### src/rtl/switch_scan_debouncer_pkg.sv
// Shared definitions for the time-multiplexed switch debouncer.
//   scan_state_t  : four-phase visit state (SAMPLE, COMPARE, COMMIT, ADVANCE)
//   VISIT_CYCLES  : cycles spent on one switch per visit
//   clog2_w       : width helper, never returns less than 1
//   next_state    : successor of a visit phase (wraps ADVANCE -> SAMPLE)
// Optional feature macro used by the top: SW_SCAN_LED_TOGGLE_EN.
package sw_scan_pkg;

  typedef enum logic [1:0] {
    SAMPLE  = 2'd0,
    COMPARE = 2'd1,
    COMMIT  = 2'd2,
    ADVANCE = 2'd3
  } scan_state_t;

  localparam int VISIT_CYCLES = 4;

  // Bits needed to index/hold 'value' distinct codes; a one-entry range still
  // needs a 1-bit signal.
  function automatic int clog2_w(input int value);
    int width;
    width = 1;
    for (int i = 1; i < 32; i++) begin
      if ((1 << width) < value) width = width + 1;
    end
    return width;
  endfunction

  // Each phase lasts one cycle, so the successor is simply the next code.
  function automatic scan_state_t next_state(input scan_state_t s);
    logic [1:0] n;
    n = 2'((int'(s) + 1) % VISIT_CYCLES);
    return scan_state_t'(n);
  endfunction

endpackage

### src/rtl/switch_scan_debouncer_if.sv
// Bundle of switch-side and user-side signals of the scan debouncer.
//   i_Switch   : raw board switch pins
//   o_Switch   : debounced levels
//   o_Press    : one-cycle pulse on committed 0->1
//   o_Release  : one-cycle pulse on committed 1->0
//   o_LED      : per-switch toggle state
//   o_Scan_Idx : switch currently being serviced
// Modports: slave = the debouncer, master = the board/user side.
interface switch_scan_debouncer_if #(
  parameter int NUM_SW = 4
);
  import sw_scan_pkg::*;

  localparam int IDX_W = clog2_w(NUM_SW);

  logic [NUM_SW-1:0] i_Switch;
  logic [NUM_SW-1:0] o_Switch;
  logic [NUM_SW-1:0] o_Press;
  logic [NUM_SW-1:0] o_Release;
  logic [NUM_SW-1:0] o_LED;
  logic [IDX_W-1:0]  o_Scan_Idx;

  modport slave (
    input  i_Switch,
    output o_Switch, o_Press, o_Release, o_LED, o_Scan_Idx
  );

  modport master (
    output i_Switch,
    input  o_Switch, o_Press, o_Release, o_LED, o_Scan_Idx
  );

endinterface

### src/rtl/switch_scan_debouncer_sync.sv
// sw_sync_2ff: WIDTH-bit two-flop synchronizer for asynchronous switch pins.
//   clk   : destination clock
//   rst_n : asynchronous active-low reset, both stages clear to 0
//   d     : asynchronous inputs
//   q     : synchronized outputs (two cycles of delay)
module sw_sync_2ff #(
  parameter int WIDTH = 4
) (
  input  logic             clk,
  input  logic             rst_n,
  input  logic [WIDTH-1:0] d,
  output logic [WIDTH-1:0] q
);

  logic [WIDTH-1:0] meta;

  always_ff @(posedge clk or negedge rst_n) begin
    if (!rst_n) begin
      meta <= '0;
      q    <= '0;
    end else begin
      meta <= d;
      q    <= meta;
    end
  end

endmodule

### src/rtl/switch_scan_debouncer.sv
// switch_scan_debouncer: one scan FSM and one shared increment/compare path
// debounce NUM_SW switches in turn. Each switch is visited for four cycles
// (SAMPLE, COMPARE, COMMIT, ADVANCE); a new level is committed once
// STABLE_VISITS consecutive visits have seen it.
//   i_Clk   : system clock
//   i_Rst_L : asynchronous active-low reset
//   bus     : switch_scan_debouncer_if.slave (raw pins in, debounced
//             levels, press/release pulses, LED toggles, scan index out)
// Optional feature: define SW_SCAN_LED_TOGGLE_EN to build the per-switch
// LED toggle registers; otherwise o_LED is tied low.
module switch_scan_debouncer
  import sw_scan_pkg::*;
#(
  parameter int NUM_SW        = 4,
  parameter int STABLE_VISITS = 15625
) (
  input  logic                    i_Clk,
  input  logic                    i_Rst_L,
  switch_scan_debouncer_if.slave  bus
);

  localparam int IDX_W = clog2_w(NUM_SW);
  localparam int CNT_W = clog2_w(STABLE_VISITS + 1);
  localparam logic [IDX_W-1:0] LAST_IDX = IDX_W'(NUM_SW - 1);
  localparam logic [CNT_W-1:0] CNT_DONE = CNT_W'(STABLE_VISITS);

  logic [NUM_SW-1:0] sw_sync;
  scan_state_t       state;
  logic [IDX_W-1:0]  scan_idx;
  logic              sample;
  logic [NUM_SW-1:0] stable;
  logic [NUM_SW-1:0] press_q;
  logic [NUM_SW-1:0] release_q;
  logic [CNT_W-1:0]  count [NUM_SW];

  sw_sync_2ff #(
    .WIDTH (NUM_SW)
  ) u_sync (
    .clk   (i_Clk),
    .rst_n (i_Rst_L),
    .d     (bus.i_Switch),
    .q     (sw_sync)
  );

  // Scan FSM with the shared datapath. Only the switch at scan_idx is touched
  // in any cycle, so one incrementer and one comparator serve all switches.
  // Pulses default low every cycle and are raised only by a committing COMMIT,
  // which makes them exactly one cycle wide and mutually exclusive.
  always_ff @(posedge i_Clk or negedge i_Rst_L) begin
    if (!i_Rst_L) begin
      state     <= SAMPLE;
      scan_idx  <= '0;
      sample    <= 1'b0;
      stable    <= '0;
      press_q   <= '0;
      release_q <= '0;
      for (int i = 0; i < NUM_SW; i++) begin
        count[i] <= '0;
      end
    end else begin
      state     <= next_state(state);
      press_q   <= '0;
      release_q <= '0;
      case (state)
        SAMPLE: begin
          sample <= sw_sync[scan_idx];
        end
        COMPARE: begin
          // Any visit that sees the committed level breaks the run.
          if (sample == stable[scan_idx]) begin
            count[scan_idx] <= '0;
          end else begin
            count[scan_idx] <= count[scan_idx] + CNT_W'(1);
          end
        end
        COMMIT: begin
          // Clearing here keeps the count from ever passing STABLE_VISITS.
          if (count[scan_idx] == CNT_DONE) begin
            stable[scan_idx]    <= sample;
            count[scan_idx]     <= '0;
            press_q[scan_idx]   <= sample;
            release_q[scan_idx] <= ~sample;
          end
        end
        ADVANCE: begin
          scan_idx <= (scan_idx == LAST_IDX) ? '0 : scan_idx + IDX_W'(1);
        end
        default: begin
        end
      endcase
    end
  end

`ifdef SW_SCAN_LED_TOGGLE_EN
  logic [NUM_SW-1:0] led_q;

  // Toggle on the registered release pulse, so the LED flips one cycle after
  // o_Release is seen.
  always_ff @(posedge i_Clk or negedge i_Rst_L) begin
    if (!i_Rst_L) begin
      led_q <= '0;
    end else begin
      led_q <= led_q ^ release_q;
    end
  end

  assign bus.o_LED = led_q;
`else
  assign bus.o_LED = '0;
`endif

  assign bus.o_Switch   = stable;
  assign bus.o_Press    = press_q;
  assign bus.o_Release  = release_q;
  assign bus.o_Scan_Idx = scan_idx;

endmodule

### src/flat_wrapper.sv
// flat-port wrapper written by rule: the top's interface ports become plain ports
module switch_scan_debouncer_flat import sw_scan_pkg::*;
#(
  parameter int NUM_SW        = 4,
  parameter int STABLE_VISITS = 15625
)
  (i_Clk, i_Rst_L, bus_i_Switch, bus_o_Switch, bus_o_Press, bus_o_Release, bus_o_LED, bus_o_Scan_Idx);
  switch_scan_debouncer_if #(.NUM_SW(NUM_SW)) bus_i ();
  input  logic i_Clk;
  input  logic i_Rst_L;
  input wire logic [$bits(bus_i.i_Switch)-1:0] bus_i_Switch;
  output wire logic [$bits(bus_i.o_Switch)-1:0] bus_o_Switch;
  output wire logic [$bits(bus_i.o_Press)-1:0] bus_o_Press;
  output wire logic [$bits(bus_i.o_Release)-1:0] bus_o_Release;
  output wire logic [$bits(bus_i.o_LED)-1:0] bus_o_LED;
  output wire logic [$bits(bus_i.o_Scan_Idx)-1:0] bus_o_Scan_Idx;
  assign bus_i.i_Switch = bus_i_Switch;
  assign bus_o_Switch = bus_i.o_Switch;
  assign bus_o_Press = bus_i.o_Press;
  assign bus_o_Release = bus_i.o_Release;
  assign bus_o_LED = bus_i.o_LED;
  assign bus_o_Scan_Idx = bus_i.o_Scan_Idx;
  switch_scan_debouncer #(.NUM_SW(NUM_SW), .STABLE_VISITS(STABLE_VISITS)) u_core (.i_Clk(i_Clk), .i_Rst_L(i_Rst_L), .bus(bus_i));
endmodule
### config.mk
export PLATFORM = sky130hd
export DESIGN_NAME = switch_scan_debouncer_flat
export DESIGN_NICKNAME = d
export VERILOG_FILES = /design/src/rtl/switch_scan_debouncer_pkg.sv /design/src/rtl/switch_scan_debouncer_if.sv /design/src/rtl/switch_scan_debouncer_sync.sv /design/src/rtl/switch_scan_debouncer.sv /design/src/flat_wrapper.sv
export SDC_FILE = /design/constraint.sdc
export NUM_CORES = 1
export LEC_CHECK = 0
export CORE_UTILIZATION = 36
export CTS_CLUSTER_SIZE = 30
export DETAILED_ROUTE_END_ITERATION = 8
export PLACE_DENSITY = 0.51
export SKIP_LAST_GASP = 1
export SLEW_MARGIN = 5
export SYNTH_ARGS = -nofsm -noshare
export SYNTH_HDL_FRONTEND = slang
export SYNTH_SLANG_ARGS = --single-unit
### constraint.sdc
create_clock -name i_Clk -period 3.9 [get_ports i_Clk]
set_input_delay 0.975 -clock i_Clk [delete_from_list [all_inputs] [get_ports i_Clk]]
set_output_delay 0.975 -clock i_Clk [all_outputs]
set_load 0.02 [all_outputs]
**Yosys cells after proc, flatten, opt, wreduce, memory -nomap -nowiden**

Cells that the tools add are included.

- Add/subtract/negate cells: 3
- $lt $le $gt $ge: 4
- Equal/unequal tests: 7
- Mux-type cells: 21
- Bitwise gates (word level): 6
- Reduce and logical (&&, ||, !) cells: 6

Operators with widths:

| cell | count |
|---|---|
| two-way mux 56 bit | 2 |
| one-hot mux 56 bit (2 select lines) | 1 |
| bitwise AND 56 bit | 1 |
| bitwise mux 56 bit | 1 |
| NOT 56 bit | 1 |
| two-way mux 14 bit | 3 |
| binary-select mux 14 bit (select 2 bit) | 1 |
| demux 14 bit (select 2 bit) | 1 |
| two-way mux 4 bit | 4 |
| adder 14 x 1 -> 14 bit, second input constant | 1 |
| == test 14 bit, second input constant | 1 |
| bitwise AND 4 bit | 2 |
| == test 2 bit, second input constant | 3 |
| adder 2 x 1 -> 2 bit, second input constant | 2 |
| binary-select mux 1 bit (select 2 bit) | 2 |
| bitwise mux 4 bit | 1 |
| AND reduction 2 bit | 2 |
| >= comparator 3 bit, second input constant | 1 |
| < comparator 2 x 3 -> 1 bit, second input constant | 1 |
| < comparator 3 x 1 -> 1 bit, second input constant | 1 |
| two-way mux 1 bit | 3 |
| NOT 2 -> 3 bit | 1 |
| demux 1 bit (select 2 bit) | 1 |
| == test 2 x 1 -> 1 bit, second input constant | 1 |
| other kinds (8) | 9 |

- Register bits: 81
- Input port bits: 6
- Output and inout port bits: 18
- Word-level logic and storage cells: 59

**Longest topological paths before layout**

- Depth after elaboration: 9
- Depth in mapped cells: 11
- Mapped depth without buffers: 7

**Hierarchy**

A second synthesis with hierarchy kept.

- Cell total of the unflattened synthesis: 275
- Area total of the unflattened synthesis: 3676.0 sq um

By module, submodules not included:

| module | instances | cells an instance | area each (sq um) |
|---|---|---|---|
| switch_scan_debouncer | 1 | 267 | 3475.8 |
| sw_sync_2ff | 1 | 8 | 200.2 |

**Worst setup path after synthesis**

No wires, ideal clock.

- Kind: register -> register
- From: reg u_core.scan_idx[0], in the netlist u_core.bus.o_Scan_Idx[0]
- To: reg u_core.count[42] (netlist bit)
- Arrival time: 2.825 ns
- Data required time: 3.775 ns
- Slack: 0.950 ns
- Stages on the path, launching flop included: 9
- Path buffers: 3
- Clock period less this slack: 2.950 ns
- Cell sequence: dfrtp_1 -> buf_6 -> mux4_1 -> or3b_2 -> nor4_4 -> buf_6 -> o21ai_4 -> buf_6 -> mux2_4

- Cells in the longest elaborated chain, start to end: 9

Ends and longest elaborated chain:

| item | line | RTL |
|---|---|---|
| start: declaration | switch_scan_debouncer.sv:29 | `logic [IDX_W-1:0] scan_idx;` |
| start signal: assignment | switch_scan_debouncer.sv:86 | `scan_idx <= (scan_idx == LAST_IDX) ? '0 : scan_idx + IDX_W'(1);` |
| parallel branches: the longest is 9 deep, another holds adder 14 x 1 -> 14 bit | - |  |
| end signal: indexed assignment | switch_scan_debouncer.sv:73 | `count[scan_idx] <= count[scan_idx] + CNT_W'(1);` |
| end: declaration | switch_scan_debouncer.sv:34 | `logic [CNT_W-1:0] count [NUM_SW];` |

Several ways; the timed one is not identified. The select of a mux whose other input is x is not followed.
A chain may end at the register's enable or synchronous reset.

**Worst setup path after layout**

- From: reg u_core.scan_idx[0], in the netlist u_core.bus.o_Scan_Idx[0]
- To: reg u_core.count[19] (netlist bit)

Same word-level chain as after synthesis.

==> flow_summary.ini <==
[outcome]
outcome = finished clean

[global_route]
grt_util_met1_pct = 19.67
grtUsageMet2_pct = 22.26
grt_busiest_layer = met2
grt_use_met3_pct = 4.231
grt_pass1_vias = 2288
overflow = 0
antenna_found_initial = 0
grt_max_degree = 82
groute.usage.overall_pct = 14.54
grt_pass1_wl_um = 12340

[worst_setup_path]
arrival_ps = 3450
crit-reg2reg-capture = u_core.count[19]
critPathLaunchType = flip-flop
r2r_slack_ps = 680
crit_required_ps = 4140
crit_path_end_kind = flip-flop
cp_max_fo = 9
reg2reg_depth = 8
worstSetupPathType = reg -> reg
timing.rr.start = u_core.bus.o_Scan_Idx[0]

[timing]
setup_slack_ps = 683.3
setup_viol = 0
finalCriticalPeriod_ps = 3217
drv_slew = 0
worstMarginPinSlew_ps = 1024
max_freq_mhz = 310.9
final.period_utilization_pct = 82.48
rsz0062_at_grt = no
setup-tns-final_ps = 0
slew_headroom_pct = 31.71
final_hold_viol_count = 0
finClkSkew_ps = 9.447

[yosys]
yosysMostFrequentCell = dfrtp_1
synth_top_area_share_pct = 51.56
synth.ff_latch_count = 81
async_flop_share_pct = 100.0
ys.flop_type = dfrtp_1
synth_seq_area_share_pct = 51.56
synth.avg_cell_area_um2 = 13.60
synth_cell_type_count = 40
synthCells = 289
netlist_area_mm2 = 0.003931
synthTopCellsByCount = 81 x dfrtp_1, 39 x mux2_2, 23 x inv_1
synth_area_leaders = dfrtp_1 52%, mux2_2 11%, mux4_2 5.2%
ys_warn_count = 0
synth_edf_count = 0
yosysTopAreaCell = dfrtp_1

[floorplan]
die_x_um = 106.5
core_mm2 = 0.01046
dieHeight_um = 106.5
io-pin-count = 24
die-area_mm2 = 0.01134
initial_core_util_pct = 37.57
placementRows = 37

[hold_path]
hold_path_end = u_core.u_sync.q[1]
min-delay-start = u_core.u_sync.meta[1]
whs_path_depth = 0
hold_class = reg -> reg

[placement]
dp_hpwl_um = 5279
io_buffers = 19
dpl_cell_area_mm2 = 0.004264
gp_congestion = 0.7759
dp_slack_ps = 665.5

[detailed_routing]
routed_wl_um = 7543
wl_per_cell_um = 16.43
viasPerCell = 5.059
vias = 2322
drc = 0
drtPass1Iterations = 7
drt_iter0_drc = 81
ant_nets = 0

[clock_tree]
cts_sinks = 81
ctsResizeCount = 0
tritoncts = done
clockBufferDepth = 2
cts_htree_levels = 3
post_cts_buffers = 0
hold_buffers = 0
cts-buffers-inserted = 9
clockRootBuffer = clkbuf_8
clock_latency_ps = 350
clk_pin_slew_ps = 90

[finish]
drive_above_1_share_pct = 25.70
fillers = 996
diodes = 0
multi_input_area_mm2 = 0.001710
area_delta_synth_final_pct = 14.29
seqCellArea_mm2 = 0.002027
finalInstanceArea_mm2 = 0.004493
final_nets = 335

[power]
vdd_drop_max_mv = 0.1705
p_leak_nw = 2.118
power_density_mw_per_mm2 = 353.9

[run]
cap_violations = 0
[metrics by stage]
step / power [W] / utilization [%] / hold slack, ps / instances
floorplan: 0.0008928 / - / 331.2 / 292
finish: 0.001590 / 42.94 / 353.8 / 459
global placement: 0.0009170 / 40.76 / 332.7 / 443
global route: 0.001663 / 42.94 / 368.0 / 459
detailed placement: 0.0009171 / 40.76 / 336.2 / 443
CTS: 0.001613 / 42.94 / 357.0 / 459
[flip-flops by register name, summed over array words and instances (netlist names)]
name / count
u_core.u_sync.q: 4
u_core.state: 2
u_core.bus.o_Scan_Idx: 2
u_core.sample: 1
u_core.bus.o_Switch: 4
u_core.bus.o_Press: 4
u_core.bus.o_Release: 4
u_core.count: 56
u_core.u_sync.meta: 4
[worst max-delay path: stages (launching register included)]
cell	delay, ps
dfrtp_1	530
buf_4	230
mux4_2	640
ha_1	250
nand3b_1	130
nor4_4	50
o21ai_1	610
buf_4	310
mux2_2	340
[layout make-up]
| class | instances | area share (%) |
|---|---|---|
| tap | 136 | 3.787 |
| sequential | 81 | 45.11 |
| inverter | 23 | 1.921 |
| clock inverter | 6 | 2.033 |
| clock buffer | 10 | 3.063 |
| timing repair buffer | 30 | 6.015 |
| multi-input combinational | 173 | 38.07 |
[per-layer routing]
metal | wire length, um | vias to the layer above
met5 | 0 | -
met4 | 76 | 0
met3 | 204 | 6
met2 | 3604 | 26
met1 | 3657 | 1195
li1 | - | 1095
[how the worst max path moves through the flow]
stage	from	cells past startpoint	to	slack [ps]
after global routing	u_core.bus.o_Scan_Idx[0]	8	u_core.count[17]	530
final	u_core.bus.o_Scan_Idx[0]	8	u_core.count[19]	680
after CTS	u_core.bus.o_Scan_Idx[0]	8	u_core.count[20]	650
after global placement	u_core.bus.o_Scan_Idx[0]	8	u_core.count[19]	740
after floorplan	u_core.bus.o_Scan_Idx[0]	8	u_core.count[42]	950
after detailed placement	u_core.bus.o_Scan_Idx[0]	8	u_core.count[16]	670
[power breakdown]
part | internal, W | leakage, nW | switching, W | total (W)
logic | 0.0000140 | 0.905 | 0.0000306 | 0.0000445
clock network | 0.000380 | 0.116 | 0.000311 | 0.000692
registers | 0.000849 | 1.10 | 0.00000479 | 0.000854
[layout by cell type, fill, tap and decap left out, types with 2 or more instances in the layout]
master	instances
clkdlybuf4s50_1	18
o31ai_1	4
mux2_4	2
mux4_2	9
clkinv_4	3
xnor2_1	2
nand3_1	8
or3_1	2
and3_1	4
or4_1	5
a21oi_1	5
xor2_1	2
clkbuf_8	10
nand2_1	10
and2_1	4
nor3_1	3
dfrtp_1	81
mux4_1	7
inv_1	23
conb_1	4
nor3b_1	2
a21o_1	6
o21ai_0	4
o21ai_1	3
ha_1	11
mux2i_1	18
mux2_2	39
nor2_1	6
nand4_1	3
buf_4	12
bufinv_16	2
[cells by family after synthesis]
group,share of synthesized area (%)
compound gates,4.074
other cells,0.09539
buf+inv,5.219
fa+ha+maj,3.501
simple gates,8.307
xor+xnor,0.8913
flops,51.56
mux,26.35
Power figures use the tool's default switching activity.
